===== config.mk =====
export PLATFORM = sky130hd
export DESIGN_NAME = wide_add_sequencer
export DESIGN_NICKNAME = d
export VERILOG_FILES = /design/src/rtl/wide_add_pkg.sv /design/src/rtl/add_byte_slice.sv /design/src/rtl/wide_add_sequencer.sv
export SDC_FILE = /design/constraint.sdc
export NUM_CORES = 1
export LEC_CHECK = 0
export ABC_AREA = 1
export BUFFER_PORTS_ARGS = -buffer_cell sky130_fd_sc_hd__buf_2
export CAP_MARGIN = 5
export CORE_ASPECT_RATIO = 0.9
export CORE_UTILIZATION = 38
export CTS_BUF_LIST = sky130_fd_sc_hd__clkbuf_4 sky130_fd_sc_hd__clkbuf_8
export CTS_CLUSTER_DIAMETER = 100
export CTS_CLUSTER_SIZE = 20
export DETAILED_ROUTE_END_ITERATION = 7
export PLACE_DENSITY = 0.7
export SLEW_MARGIN = 20
export SYNTH_ARGS = -nofsm -noshare
export SYNTH_HDL_FRONTEND = slang
export SYNTH_HIERARCHICAL = 1
export SYNTH_SLANG_ARGS = --single-unit
export TNS_END_PERCENT = 50

===== constraint.sdc =====
create_clock -name clk -period 8.8 [get_ports clk]
set_clock_uncertainty 0.15 [all_clocks]
set_input_delay 1.76 -clock clk [delete_from_list [all_inputs] [get_ports clk]]
set_output_delay 1.76 -clock clk [all_outputs]
set_load 0.05 [all_outputs]

===== src/rtl/wide_add_pkg.sv =====
// Shared types and constants for the byte-serial wide adder.
package wide_add_pkg;

    localparam int BYTE_W     = 8;
    localparam int NBYTES_DEF = 4;

    typedef enum logic [1:0] {
        ST_IDLE = 2'd0,
        ST_RUN  = 2'd1,
        ST_DONE = 2'd2
    } state_t;

endpackage


===== src/rtl/add_byte_slice.sv =====
// One 8-bit ripple slice. It also exposes the carry into bit 7 so the top
// level can form signed overflow.
module add_byte_slice (
    input  logic [7:0] a,
    input  logic [7:0] b,
    input  logic       cin,
    output logic [7:0] sum,
    output logic       cout,
    output logic       c7
);

    logic [7:0] w_lo;
    logic [1:0] w_hi;

    // The low 7 bits are added separately so the carry into the MSB is visible.
    assign w_lo = {1'b0, a[6:0]} + {1'b0, b[6:0]} + {7'b0, cin};
    assign w_hi = {1'b0, a[7]} + {1'b0, b[7]} + {1'b0, w_lo[7]};

    assign sum  = {w_hi[0], w_lo[6:0]};
    assign c7   = w_lo[7];
    assign cout = w_hi[1];

endmodule


===== src/rtl/wide_add_sequencer.sv =====
// Byte-serial add/subtract of two NBYTES-wide operands. The operands pass
// through one 8-bit slice, least significant byte first.
module wide_add_sequencer
    import wide_add_pkg::*;
#(
    parameter int NBYTES = NBYTES_DEF
) (
    input  logic                     clk,
    input  logic                     rst,
    input  logic                     in_valid,
    output logic                     in_ready,
    input  logic [BYTE_W*NBYTES-1:0] in_a,
    input  logic [BYTE_W*NBYTES-1:0] in_b,
    input  logic                     in_cin,
    input  logic                     in_sub,
    output logic                     out_valid,
    input  logic                     out_ready,
    output logic [BYTE_W*NBYTES-1:0] out_sum,
    output logic                     out_cout,
    output logic                     out_zero,
    output logic                     out_ovf,
    output logic                     busy
);

    localparam int W    = BYTE_W * NBYTES;
    localparam int IDXW = $clog2(NBYTES);

    state_t            r_state;
    state_t            w_state_nxt;
    logic [IDXW-1:0]   r_idx;
    logic [W-1:0]      r_a;
    logic [W-1:0]      r_b;
    logic [W-1:0]      r_sum;
    logic              r_sub;
    logic              r_carry;
    logic              r_cout;
    logic              r_zero;
    logic              r_ovf;

    logic [W-1:0]      w_sum_nxt;
    logic [BYTE_W-1:0] w_a_byte;
    logic [BYTE_W-1:0] w_b_byte;
    logic [BYTE_W-1:0] w_s_byte;
    logic              w_co;
    logic              w_c7;
    logic              w_accept;
    logic              w_last;

    assign w_accept = in_valid && (r_state == ST_IDLE);
    assign w_last   = (r_idx == IDXW'(NBYTES - 1));
    assign w_a_byte = r_a[r_idx*BYTE_W +: BYTE_W];
    // Subtraction is a + ~b + 1. The +1 is supplied by the initial carry.
    assign w_b_byte = r_sub ? ~r_b[r_idx*BYTE_W +: BYTE_W]
                            :  r_b[r_idx*BYTE_W +: BYTE_W];

    add_byte_slice u_slice (
        .a    (w_a_byte),
        .b    (w_b_byte),
        .cin  (r_carry),
        .sum  (w_s_byte),
        .cout (w_co),
        .c7   (w_c7)
    );

    always_comb begin
        w_sum_nxt = r_sum;
        w_sum_nxt[r_idx*BYTE_W +: BYTE_W] = w_s_byte;
    end

    always_ff @(posedge clk) begin
        if (rst) begin
            r_state <= ST_IDLE;
        end else begin
            r_state <= w_state_nxt;
        end
    end

    always_comb begin
        w_state_nxt = r_state;
        case (r_state)
            ST_IDLE: if (in_valid)  w_state_nxt = ST_RUN;
            ST_RUN:  if (w_last)    w_state_nxt = ST_DONE;
            ST_DONE: if (out_ready) w_state_nxt = ST_IDLE;
            default:                w_state_nxt = ST_IDLE;
        endcase
    end

    always_ff @(posedge clk) begin
        if (rst) begin
            r_idx   <= '0;
            r_a     <= '0;
            r_b     <= '0;
            r_sub   <= 1'b0;
            r_carry <= 1'b0;
            r_sum   <= '0;
            r_cout  <= 1'b0;
            r_zero  <= 1'b0;
            r_ovf   <= 1'b0;
        end else if (w_accept) begin
            r_a     <= in_a;
            r_b     <= in_b;
            r_sub   <= in_sub;
            r_carry <= in_sub | in_cin;
            r_idx   <= '0;
            r_sum   <= '0;
        end else if (r_state == ST_RUN) begin
            r_sum   <= w_sum_nxt;
            r_carry <= w_co;
            // The index stops at the last byte, so it never wraps.
            if (w_last) begin
                r_cout <= w_co;
                r_zero <= (w_sum_nxt == '0);
                r_ovf  <= w_c7 ^ w_co;
            end else begin
                r_idx  <= r_idx + 1'b1;
            end
        end
    end

    assign in_ready  = (r_state == ST_IDLE);
    assign out_valid = (r_state == ST_DONE);
    assign busy      = (r_state != ST_IDLE);
    assign out_sum   = r_sum;
    assign out_cout  = r_cout;
    assign out_zero  = r_zero;
    assign out_ovf   = r_ovf;

endmodule


# [After elaboration in Yosys (flattened, before gate mapping)]
# Index checks and enable logic that the tools add are counted.
# Widths: inputs -> output; s select.
[classes] add_sub_neg=6 eq_ne=6 n_shift=4 n_mux=8 bitwise_logic=5 n_reduce_logical=9
[op_table] op="$shiftx 32x6->8" count=2
[op_table] op="$neg 5->34" count=1
[op_table] op="$shift 8x34->32 const A" count=1
[op_table] op="$shiftx 8x34->32" count=1
[op_table] op="$bwmux 32" count=1
[op_table] op="$logic_not 32->1" count=1
[op_table] op="$add 7x7->8" count=1
[op_table] op="$add 8x1->8" count=1
[op_table] op="$mux 8" count=1
[op_table] op="$not 8->8" count=1
[op_table] op="$mux 2" count=3
[op_table] op="$pmux 2 s3" count=1
[op_table] op="$reduce_and 3->1" count=2
[op_table] op="$eq 2x2->1 const B" count=2
[op_table] op="$ne 2x2->1 const B" count=2
[op_table] op="$reduce_bool 2->1" count=2
[op_table] op="$add 1x1->2" count=1
[op_table] op="$add 2x1->2" count=1
[op_table] op="$add 2x1->2 const B" count=1
[op_table] op="$eq 2x1->1 const B" count=1
[op_table] op="$logic_not 2->1" count=1
[op_table] op="$mux 1" count=2
[op_table] op="$ne 2x1->1 const B" count=1
[op_table] op="$not 1->1" count=2
[op_table] op="other kinds (5)" count=5
[totals] regBits=105 input_bits=70 output_inout_bits=38 wordCells=48

# [Longest topological paths before layout]
[logic_depth] depth_word=9 depth_mapped=26 ltp_nobuf=23

# [Cells and area by module]
# Netlist, hierarchy kept.
[by_module_without_submodules] mod="wide_add_sequencer" n_inst=1 cells_per_inst=770 area_per_inst_um2=5112.4 seq_area_each_um2=2102.0
[by_module_without_submodules] mod="add_byte_slice" n_inst=1 cells_per_inst=60 area_per_inst_um2=362.8 seq_area_each_um2=0.0

# [Least setup slack after synthesis]
# OpenSTA, ideal clock, no wires.
[synth_timing] path_kind="reg2out" start="register r_state[1]" end="output port busy" t_arrival_ps=1524 slack_ps=5366 stages_incl_launch_ff=3 path_buffers=0 cell_sequence="dfxtp_1 > nor2_1 > inv_1"
[synth_between] elab_chain_len=1
[synth_lines] item="from (decl)" line_no="wide_add_sequencer.sv:28" rtl="state_t r_state;"
[synth_lines] item="from (signal assigned)" line_no="wide_add_sequencer.sv:74" rtl="r_state <= w_state_nxt;"
[synth_lines] item="$reduce_bool 2->1" line_no="wide_add_sequencer.sv:122" rtl="assign busy = (r_state != ST_IDLE);"
[synth_lines] item="to (decl)" line_no="wide_add_sequencer.sv:22" rtl="output logic busy"
# Every way passes these cells.

# [Worst setup path after layout]
[layout_timing] start="input port in_valid" end="register r_sum[30] (netlist: out_sum[30])"
[layout_between] elab_chain_len=2
[layout_lines] item="from (decl)" line_no="wide_add_sequencer.sv:10" rtl="input logic in_valid,"
[layout_lines] item="$logic_and 1x1->1" line_no="wide_add_sequencer.sv:49" rtl="assign w_accept = in_valid && (r_state == ST_IDLE);"
[layout_lines] item="$reduce_or 2->1 (no source line)"
[layout_lines] item="to (signal assigned)" line_no="wide_add_sequencer.sv:107" rtl="r_sum <= w_sum_nxt;"
[layout_lines] item="to (decl)" line_no="wide_add_sequencer.sv:33" rtl="logic [W-1:0] r_sum;"
# Every way passes these cells.
# A chain may end at the register's enable or synchronous reset.

==> run_results.csv <==
group,metric,value,unit
outcome,status,"completed",
yosys,ys_seq_area_frac,0.384,
setup_path,rr_worst_depth,21,
floorplanning,initial_core_util,0.390,
cts,post-cts-setup-buffers,0,
setup_path,crit_fanout,69,
setup_path,endpoint_kind,"register",
power_and_ir_drop,switching_power,0.438,mW
yosys,synth_nets,915,
cts,clockBufferDepth,2,
min_path,holdPathStages,2,
setup_path,crit_required,8.96,ns
setup_path,setup.worst_path.class,"in2reg",
yosys,muxShareOfSynthArea,0,
yosys,ys_warn_count,6,
finish,area_growth,15.0,%
setup_path,r2r_slack,4.49,ns
setup_path,start_kind,"primary input",
timing,worst_slew_pin_slew,1.03,ns
grt,grt_pass1_wl,21900,um
power_and_ir_drop,p_seq_frac,0.440,
routing,viasPerCell,4.64,
routing,drt_iter0_drc,308,
cts,cts_root_buf,"clkbuf_8",
floorplanning,fp.dieH,116,um
floorplanning,row_count,41,
timing,fin_ws,4.43,ns
power_and_ir_drop,p_leak,3.19,nW
yosys,synth_top_family_by_area,"simple AND/OR/NAND/NOR gates",
yosys,synth_xor_area_frac,0.0192,
grt,grt_pass1_vias,4536,
placed_design,io_buffers,107,
cts,cts-buffers-inserted,9,
cts,cts-resized-gates,0,
cts,clock_latency,0.39,ns
yosys,synthAdderAreaFrac,0.0384,
timing,fmax,229,MHz
timing,rsz0062_at_grt,"false",
finish,layout.cells.most_common,"nor2_1",
yosys,netlist_instances,830,
timing,slew_headroom,0.314,
routing,wirelength,13100,um
yosys,synthDistinctLibCells,31,
floorplanning,die_w,129,um
floorplanning,core,14100,sq um
finish,nNetsFinal,991,
yosys,synthSimpleGateAreaFrac,0.282,
routing,dr.pass1.iters,5,
cts,tritoncts,"yes",
floorplanning,dieArea,14900,sq um
placed_design,pre_cts_ws,4.35,ns
setup_path,cp_data_arrival_time,4.53,ns
timing,fin_hold_ws,0.331,ns
power_and_ir_drop,finalPower,1.21,mW
routing,vias,5127,
power_and_ir_drop,combinationalPowerShare,0.291,
finish,final_util,0.448,
min_path,hold_class,"reg2reg",
yosys,synth-compound-area-share,0.166,
routing,routedWlPerCell,11.9,um
setup_path,regToRegEndpoint,"out_zero",
placed_design,place_congestion,0.871,
min_path,min_to,"out_ovf",
grt,antenna_found_initial,0,
yosys,ys_seq_elements,105,
cts,cts_hold_buf,0,
power_and_ir_drop,sw_frac_of_total,0.362,
routing,drc,0,
yosys,synth_flop_cell,"dfxtp_1",
timing,fin_crit_sh,0.497,
power_and_ir_drop,p_clk_frac,0.268,
power_and_ir_drop,p_int,0.774,mW
power_and_ir_drop,power_density,192,nW/um^2
yosys,postSynthAreaPerCell,6.60,sq um
timing,maxSlewViolCount,0,
grt,grt_remaining_overflow,0,
yosys,synth_area,5480,sq um
routing,ant_nets,0,
timing,finalCriticalPeriod,4.37,ns
setup_path,reg2reg_from,"r_idx[1]",
timing,setup_viol,0,
timing,tns,0,ns
finish,antenna_cells,0,
yosys,async_reset_ff_frac,0,
min_path,hold_start,"out_ovf",
cts,path_clk_slew,0.10,ns
cts,clock_sinks,105,
finish,drive_gt1_frac,0.165,
grt,grt_use_total,0.188,
placed_design,dp_hpwl,9460,um
cts,htree_levels,3,
floorplanning,num_io_pins,108,
flow_run,max_cap_viol_count,0,
timing,hold_viol,0,
power_and_ir_drop,irDropWorstVdd,0.0894,mV
yosys,synth_edf_count,0,
finish,final_cell_mix,"237 x nor2_1, 114 x nand2_1, 107 x buf_2",
grt,grt_max_degree,70,
## Yosys cell counts (4+ instances only)
cell type	count	area, sq um
o21ai_1	16	80.1
o21ai_0	85	425
o211ai_1	30	225
xor2_1	9	78.8
nand3_1	24	120
ha_1	12	150
nor2_2	4	25.0
clkbuf_1	20	75.1
nand2_1	114	428
a21oi_1	9	45.0
dfxtp_1	105	2100
buf_2	19	95.1
inv_1	92	345
nor2_1	239	897
o22ai_1	16	100
inv_2	11	41.3
## cell families after synthesis
family          Yosys count
simple gates            389
compound gates          160
buf+inv                 149
flops                   105
fa+ha+maj                15
xor+xnor                 12
## cell type report
type | instances | area, sq um
flip-flops and latches | 105 | 2100
fillers | 1496 | 7760
clock buffers | 10 | 138
multi-input cells | 576 | 2780
inverters | 103 | 388
well taps | 193 | 241
clock inverters | 6 | 83.8
repair buffers | 111 | 566
## registers in the layout, indices dropped and copies added, names as in the netlist
register  cells
r_sub         1
out_cout      1
out_sum      32
out_ovf       1
r_state       2
r_a          32
r_idx         2
r_b          32
out_zero      1
r_carry       1
## stage by stage
stage | std cells | cell area (sq um)
after floorplan | 830 | 5480
after global placement | 1088 | 6070
after detailed placement | 1088 | 6070
after CTS | 1104 | 6290
after global routing | 1104 | 6300
final | 1104 | 6300
## worst max-delay path by stage
stage | startpoint | endpoint | slack, ns | depth (start not counted)
after CTS | r_idx[1] | out_zero | 4.57 | 21
after floorplan | r_state[1] | busy | 5.37 | 2
after global routing | in_valid | out_sum[0] | 4.04 | 7
final | in_valid | out_sum[30] | 4.43 | 7
after global placement | in_valid | out_sum[30] | 4.41 | 7
after detailed placement | in_valid | out_sum[30] | 4.35 | 7
## power by group through the flow
stage | clock (mW) | combinational (mW) | sequential (mW)
2_1_floorplan | 0 | 0.241 | 0.568
3_3_place_gp | 0 | 0.347 | 0.544
3_5_place_dp | 0 | 0.350 | 0.544
4_1_cts | 0.336 | 0.352 | 0.534
5_1_grt | 0.353 | 0.402 | 0.539
6_report | 0.325 | 0.353 | 0.534
## per-layer routing
metal | up-vias | part of all wire | GRT usage
li1 | 2774 | - | -
met1 | 2218 | 0.51 | 0.258
met2 | 114 | 0.43 | 0.294
met3 | 21 | 0.048 | 0.0411
met4 | 0 | 0.018 | 0.0588
met5 | - | 0 | 0
## worst max-delay path: stages
cell and delay [ns]:
buf_2 0.10, nand2_2 0.73, clkinv_2 0.99, nor2_2 0.27
buf_4 0.36, inv_1 0.10, a211oi_1 0.20
(Power assumes the default switching activity.)
